===== src/rtl/kiwi_weight_streamer.sv =====
// Streams a self-describing weight image from flash into on-chip weight storage,
// verifying header magic, segment count, segment lengths and per-segment checksums.
module kiwi_weight_streamer #(
  parameter int ADDR_WIDTH     = 24,
  parameter int MAX_SEGS       = 4,
  parameter int MAX_SEG_WORDS  = 1024,
  parameter int TIMEOUT_CYCLES = 4096,
  localparam int SEG_W = (MAX_SEGS > 1) ? $clog2(MAX_SEGS) : 1,
  localparam int IDX_W = (MAX_SEG_WORDS > 1) ? $clog2(MAX_SEG_WORDS) : 1
) (
  input  logic                  clk_i,
  input  logic                  rst_ni,
  input  logic                  start_i,
  input  logic [ADDR_WIDTH-1:0] base_addr_i,
  output logic                  mem_valid_o,
  output logic [ADDR_WIDTH-1:0] mem_addr_o,
  input  logic                  mem_ready_i,
  input  logic [31:0]           mem_rdata_i,
  output logic                  wr_en_o,
  output logic [SEG_W-1:0]      wr_seg_o,
  output logic [IDX_W-1:0]      wr_index_o,
  output logic [31:0]           wr_data_o,
  output logic                  busy_o,
  output logic                  done_o,
  output logic                  weights_valid_o,
  output logic                  error_o,
  output logic [2:0]            err_code_o
);

  localparam int          LEN_W = $clog2(MAX_SEG_WORDS + 1);
  localparam int          TMO_W = $clog2(TIMEOUT_CYCLES + 1);
  localparam logic [15:0] MAGIC = 16'h4B57;

  typedef enum logic [2:0] {
    S_IDLE, S_HDR, S_SEG_LEN, S_SEG_DATA, S_SEG_CSUM, S_DONE, S_ERROR
  } state_e;

  state_e                state_q;
  logic [ADDR_WIDTH-1:0] addr_q;
  logic                  mem_valid_q;
  logic [TMO_W-1:0]      tmo_q;
  logic [31:0]           sum_q;
  logic [LEN_W-1:0]      len_q;
  logic [LEN_W-1:0]      word_q;
  logic [7:0]            seg_cnt_q;
  logic [7:0]            seg_q;
  logic                  wr_en_q;
  logic [SEG_W-1:0]      wr_seg_q;
  logic [IDX_W-1:0]      wr_index_q;
  logic [31:0]           wr_data_q;
  logic                  busy_q;
  logic                  done_q;
  logic                  weights_valid_q;
  logic                  error_q;
  logic [2:0]            err_code_q;

  logic [2:0]            fail_d;
  logic                  last_word_d;
  logic                  last_seg_d;
  logic                  unused_base_lsbs;

  assign unused_base_lsbs = ^base_addr_i[1:0];

  // Verdict on the word arriving this cycle; only consumed at a handshake.
  always_comb begin
    fail_d      = 3'd0;
    last_word_d = ((word_q + LEN_W'(1)) == len_q);
    last_seg_d  = ((seg_q + 8'd1) == seg_cnt_q);
    case (state_q)
      S_HDR: begin
        if (mem_rdata_i[31:16] != MAGIC) begin
          fail_d = 3'd1;
        end else if ((mem_rdata_i[7:0] == 8'd0) || (mem_rdata_i[7:0] > 8'(MAX_SEGS))) begin
          fail_d = 3'd2;
        end else begin
          fail_d = 3'd0;
        end
      end
      S_SEG_LEN: begin
        if ((mem_rdata_i == 32'd0) || (mem_rdata_i > 32'(MAX_SEG_WORDS))) begin
          fail_d = 3'd3;
        end else begin
          fail_d = 3'd0;
        end
      end
      S_SEG_CSUM: begin
        if (mem_rdata_i != sum_q) begin
          fail_d = 3'd4;
        end else begin
          fail_d = 3'd0;
        end
      end
      default: fail_d = 3'd0;
    endcase
  end

  // Load sequencer: one request per word, a one-cycle gap after every handshake.
  always_ff @(posedge clk_i or negedge rst_ni) begin
    if (!rst_ni) begin
      state_q         <= S_IDLE;
      addr_q          <= '0;
      mem_valid_q     <= 1'b0;
      tmo_q           <= '0;
      sum_q           <= 32'd0;
      len_q           <= '0;
      word_q          <= '0;
      seg_cnt_q       <= 8'd0;
      seg_q           <= 8'd0;
      wr_en_q         <= 1'b0;
      wr_seg_q        <= '0;
      wr_index_q      <= '0;
      wr_data_q       <= 32'd0;
      busy_q          <= 1'b0;
      done_q          <= 1'b0;
      weights_valid_q <= 1'b0;
      error_q         <= 1'b0;
      err_code_q      <= 3'd0;
    end else begin
      wr_en_q <= 1'b0;
      done_q  <= 1'b0;
      case (state_q)
        S_IDLE, S_DONE, S_ERROR: begin
          if (start_i) begin
            state_q         <= S_HDR;
            addr_q          <= {base_addr_i[ADDR_WIDTH-1:2], 2'b00};
            tmo_q           <= '0;
            busy_q          <= 1'b1;
            error_q         <= 1'b0;
            err_code_q      <= 3'd0;
            weights_valid_q <= 1'b0;
          end else begin
            state_q <= S_IDLE;
          end
        end
        S_HDR, S_SEG_LEN, S_SEG_DATA, S_SEG_CSUM: begin
          if (!mem_valid_q) begin
            mem_valid_q <= 1'b1;
          end else if (mem_ready_i) begin
            mem_valid_q <= 1'b0;
            addr_q      <= addr_q + ADDR_WIDTH'(4);
            tmo_q       <= '0;
            if (fail_d != 3'd0) begin
              state_q    <= S_ERROR;
              error_q    <= 1'b1;
              err_code_q <= fail_d;
              busy_q     <= 1'b0;
            end else begin
              case (state_q)
                S_HDR: begin
                  seg_cnt_q <= mem_rdata_i[7:0];
                  seg_q     <= 8'd0;
                  state_q   <= S_SEG_LEN;
                end
                S_SEG_LEN: begin
                  len_q   <= mem_rdata_i[LEN_W-1:0];
                  sum_q   <= mem_rdata_i;
                  word_q  <= '0;
                  state_q <= S_SEG_DATA;
                end
                S_SEG_DATA: begin
                  sum_q      <= sum_q + mem_rdata_i;
                  wr_en_q    <= 1'b1;
                  wr_seg_q   <= seg_q[SEG_W-1:0];
                  wr_index_q <= word_q[IDX_W-1:0];
                  wr_data_q  <= mem_rdata_i;
                  word_q     <= word_q + LEN_W'(1);
                  if (last_word_d) begin
                    state_q <= S_SEG_CSUM;
                  end else begin
                    state_q <= S_SEG_DATA;
                  end
                end
                S_SEG_CSUM: begin
                  if (last_seg_d) begin
                    state_q         <= S_DONE;
                    done_q          <= 1'b1;
                    weights_valid_q <= 1'b1;
                    busy_q          <= 1'b0;
                  end else begin
                    seg_q   <= seg_q + 8'd1;
                    state_q <= S_SEG_LEN;
                  end
                end
                default: state_q <= S_IDLE;
              endcase
            end
          end else if (tmo_q == TMO_W'(TIMEOUT_CYCLES)) begin
            mem_valid_q <= 1'b0;
            state_q     <= S_ERROR;
            error_q     <= 1'b1;
            err_code_q  <= 3'd5;
            busy_q      <= 1'b0;
          end else begin
            tmo_q <= tmo_q + TMO_W'(1);
          end
        end
        default: state_q <= S_IDLE;
      endcase
    end
  end

  assign mem_valid_o     = mem_valid_q;
  assign mem_addr_o      = addr_q;
  assign wr_en_o         = wr_en_q;
  assign wr_seg_o        = wr_seg_q;
  assign wr_index_o      = wr_index_q;
  assign wr_data_o       = wr_data_q;
  assign busy_o          = busy_q;
  assign done_o          = done_q;
  assign weights_valid_o = weights_valid_q;
  assign error_o         = error_q;
  assign err_code_o      = err_code_q;

endmodule


===== config.mk =====
export PLATFORM = sky130hd
export DESIGN_NAME = kiwi_weight_streamer
export DESIGN_NICKNAME = d
export VERILOG_FILES = /design/src/rtl/kiwi_weight_streamer.sv
export SDC_FILE = /design/constraint.sdc
export NUM_CORES = 1
export LEC_CHECK = 0
export BUFFER_PORTS_ARGS = -buffer_cell sky130_fd_sc_hd__buf_2
export CORE_MARGIN = 2
export CORE_UTILIZATION = 32
export DETAILED_ROUTE_END_ITERATION = 8
export GPL_ROUTABILITY_DRIVEN = 0
export PLACE_DENSITY = 0.62
export SETUP_SLACK_MARGIN = 0.02
export SYNTH_ARGS = -nofsm -noshare
export SYNTH_HDL_FRONTEND = slang
export SYNTH_SLANG_ARGS = --single-unit

===== constraint.sdc =====
create_clock -name clk_i -period 4 [get_ports clk_i]
set_clock_uncertainty 0.1 [all_clocks]
set_input_delay 0.2 -clock clk_i [delete_from_list [all_inputs] [get_ports clk_i]]
set_output_delay 0.2 -clock clk_i [all_outputs]
set_load 0.02 [all_outputs]

==> flow_metrics.py <==
metrics = {
    "layout": {
        "synthToLayoutAreaGrowth_pct": 22.3,
        "fin_nets": 1381,
        "antenna_cells": 0,
        "drive_gt1_frac": 0.160,
    },
    "routing": {
        "drc": 0,
        "wire_per_inst_um": 15.5,
        "drt.antenna.violating_nets": 0,
        "via_count": 8660,
        "drtIter0Drc": 617,
        "viasPerCell": 5.14,
        "drtPass1Iterations": 5,
        "routed_wl_um": 26100,
    },
    "worst_hold_path": {
        "hold_class": "in -> reg",
    },
    "timing": {
        "hold_slack_ns": 0.0181,
        "finalCriticalPeriod_ns": 3.71,
        "final-hold-violation-count": 0,
        "rsz0062_at_grt": "no",
        "fmax_mhz": 269,
        "tightest_slew_ns": 1.01,
        "period_share": 0.928,
        "slew_headroom": 0.325,
        "setup_viol": 0,
        "finalMaxSlewViolations": 0,
        "tns_ns": 0,
    },
    "die": {
        "ios": 137,
        "die_x_um": 177,
        "die_height_um": 177,
        "rows": 63,
        "start_util": 0.325,
        "dieArea_sq_um": 31400,
        "core-area_sq_um": 29600,
    },
    "clock_network": {
        "htreeDepth": 4,
        "insertion_delay_ns": 0.44,
        "cts_buffers": 17,
        "cts.sinks": 161,
        "cts_tree": "yes",
        "cts_buffer_depth": 2,
        "clk_pin_slew_worst_paths_ns": 0.07,
        "clockRootBuffer": "clkbuf_16",
    },
    "power": {
        "power_density_nw_per_um2": 713,
        "power_leakage_nw": 5.41,
        "ir_drop_mv": 0.344,
    },
    "yosys": {
        "synthTopCellsByArea": "dfrtp_1 (42%), nand2_1 (8.9%), o21ai_0 (4.9%)",
        "netlist_area_sq_um": 9610,
        "ys.warnings.count": 0,
        "synth_top_area_frac": 0.419,
        "synth_common_cells": "nand2_1 (229), dfrtp_1 (161), o21ai_0 (95), nor2_1 (89), a21oi_1 (73)",
        "synth_edf_count": 0,
        "ys_seq_area_frac": 0.419,
        "syn-instance-count": 1132,
        "avgSynthCellArea_sq_um": 8.49,
        "ys_ff_latch": 161,
        "synth_most_common_cell": "nand2_1",
        "synth_largest_area_cell": "dfrtp_1",
        "ys_async_sr_fraction": 1.00,
        "synth.distinct_cells": 71,
        "ys_dominant_reg_cell": "dfrtp_1",
    },
    "run": {
        "maxCapViolCount": 0,
    },
    "placement": {
        "dp_hpwl_um": 18200,
        "io_buffer_count": 132,
    },
    "worst_setup_path": {
        "critPathKind": "in -> reg",
        "crit_fanout": 12,
        "worst_ep_required_time_ns": 4.21,
        "start_kind": "input port",
        "critPathArrivalTime_ns": 3.93,
        "critPathCaptureType": "flop",
    },
    "grt": {
        "grtUsageTotal": 0.169,
        "grt_pass1_wl_um": 42900,
        "globalRouteOverflowTotal": 0,
        "grt_max_degree": 94,
        "grt_pass1_vias": 8406,
        "antenna_found_initial": 0,
    },
    "run_status": {
        "status": "complete, no violations",
    },
}
[metrics by stage]
step	instances	power (mW)	setup slack (ns)	utilization	cell area, sq um
floorplan	1133	5.55	0.627	-	9610
global placement	1607	6.60	0.296	0.361	10700
detailed placement	1607	6.68	0.172	0.361	10700
CTS	1685	8.41	0.0713	0.397	11700
global route	1686	9.04	0.0701	0.398	11800
finish	1686	8.38	0.286	0.398	11800
[routing by layer]
| layer | vias up | GRT usage | share of wire |
|---|---|---|---|
| li1 | 4291 | - | - |
| met1 | 4122 | 0.232 | 0.48 |
| met3 | 41 | 0.0266 | 0.038 |
| met4 | 0 | 0.0673 | 0.027 |
| met2 | 206 | 0.267 | 0.45 |
| met5 | - | 0 | 0 |
[layout make-up]
type	instances	area (sq um)
timing repair buffer	193	1280
clock buffer	22	494
multi-input combinational	893	5300
sequential	161	4030
inverter	18	67.6
tap	390	488
clock inverter	9	97.6
fill	2997	17800
[worst paths after layout]
check                                 from              to  slack [ns]  cells past startpoint
setup reg to reg                 sum_q[18]        seg_q[6]        0.36                      9
hold / removal             base_addr_i[15]  mem_addr_o[15]        0.02                      3
hold reg to reg              wr_index_o[5]   wr_index_o[5]        0.37                      2
max in group asynchronous           rst_ni       sum_q[30]        2.61                      3
min in group asynchronous           rst_ni         wr_en_o        0.30                      2
setup / recovery           mem_rdata_i[18]        seg_q[6]        0.29                     11
[flip-flops by register name, summed over array words and instances (netlist names)]
| signal | cells |
|---|---|
| seg_cnt_q | 8 |
| sum_q | 32 |
| wr_seg_o | 2 |
| wr_index_o | 10 |
| word_q | 11 |
| len_q | 11 |
| wr_en_o | 1 |
| state_q | 3 |
| wr_data_o | 32 |
| err_code_o | 3 |
| busy_o | 1 |
| mem_valid_o | 1 |
| mem_addr_o | 22 |
| error_o | 1 |
| weights_valid_o | 1 |
| tmo_q | 13 |
| done_o | 1 |
| seg_q | 8 |
[cells by family (layout without fill, tap and decap cells)]
kind of cell / after synthesis / in the layout / share of synthesized area
mux: 24 / 24 / 0.0272
xor+xnor: 64 / 64 / 0.0584
simple gates: 489 / 489 / 0.235
compound gates: 277 / 277 / 0.177
buf+inv: 79 / 242 / 0.0336
fa+ha+maj: 37 / 37 / 0.0490
flops: 161 / 161 / 0.419
other cells: 1 / 2 / 0.000390
[placed cells by master, fill, tap and decap left out, types with 18 or more instances in the layout]
cell type      instances
xor2_1                23
o21ai_0               95
a21oi_1               73
nor3_1                28
dlygate4sd3_1         47
ha_1                  36
xnor2_1               39
and3_1                18
nand3_1               28
nand2_1              228
buf_2                131
dfrtp_1              161
nor2_1                89
[repair_timing]
action | 4_1_cts | 5_1_grt
endpoints found under the hold margin | 144 | 0
gates resized for setup | 0 | 1
hold buffers | 47 | 0
buffers inserted | 0 | 1
endpoints found under the setup margin | 0 | 5
[power breakdown]
group / leakage, nW / internal [mW] / switching [mW] / total (mW)
Combinational: 3.05 / 1.59 / 2.50 / 4.09
Clock: 0.291 / 0.946 / 0.702 / 1.65
Sequential: 2.07 / 2.18 / 0.460 / 2.64
Total: 5.41 / 4.71 / 3.66 / 8.38
[worst max-delay path, stage by stage]
cell and delay [ns]:
dlygate4sd3_1 0.53, buf_2 0.15, ha_1 0.38, or4_1 0.54, a211o_1 0.24, or3_4 0.37
a21oi_4 0.23, nor3b_4 0.34, o2111ai_4 0.27, or2_1 0.36, o41ai_1 0.31
No activity file was read; power rests on OpenSTA's default activity.
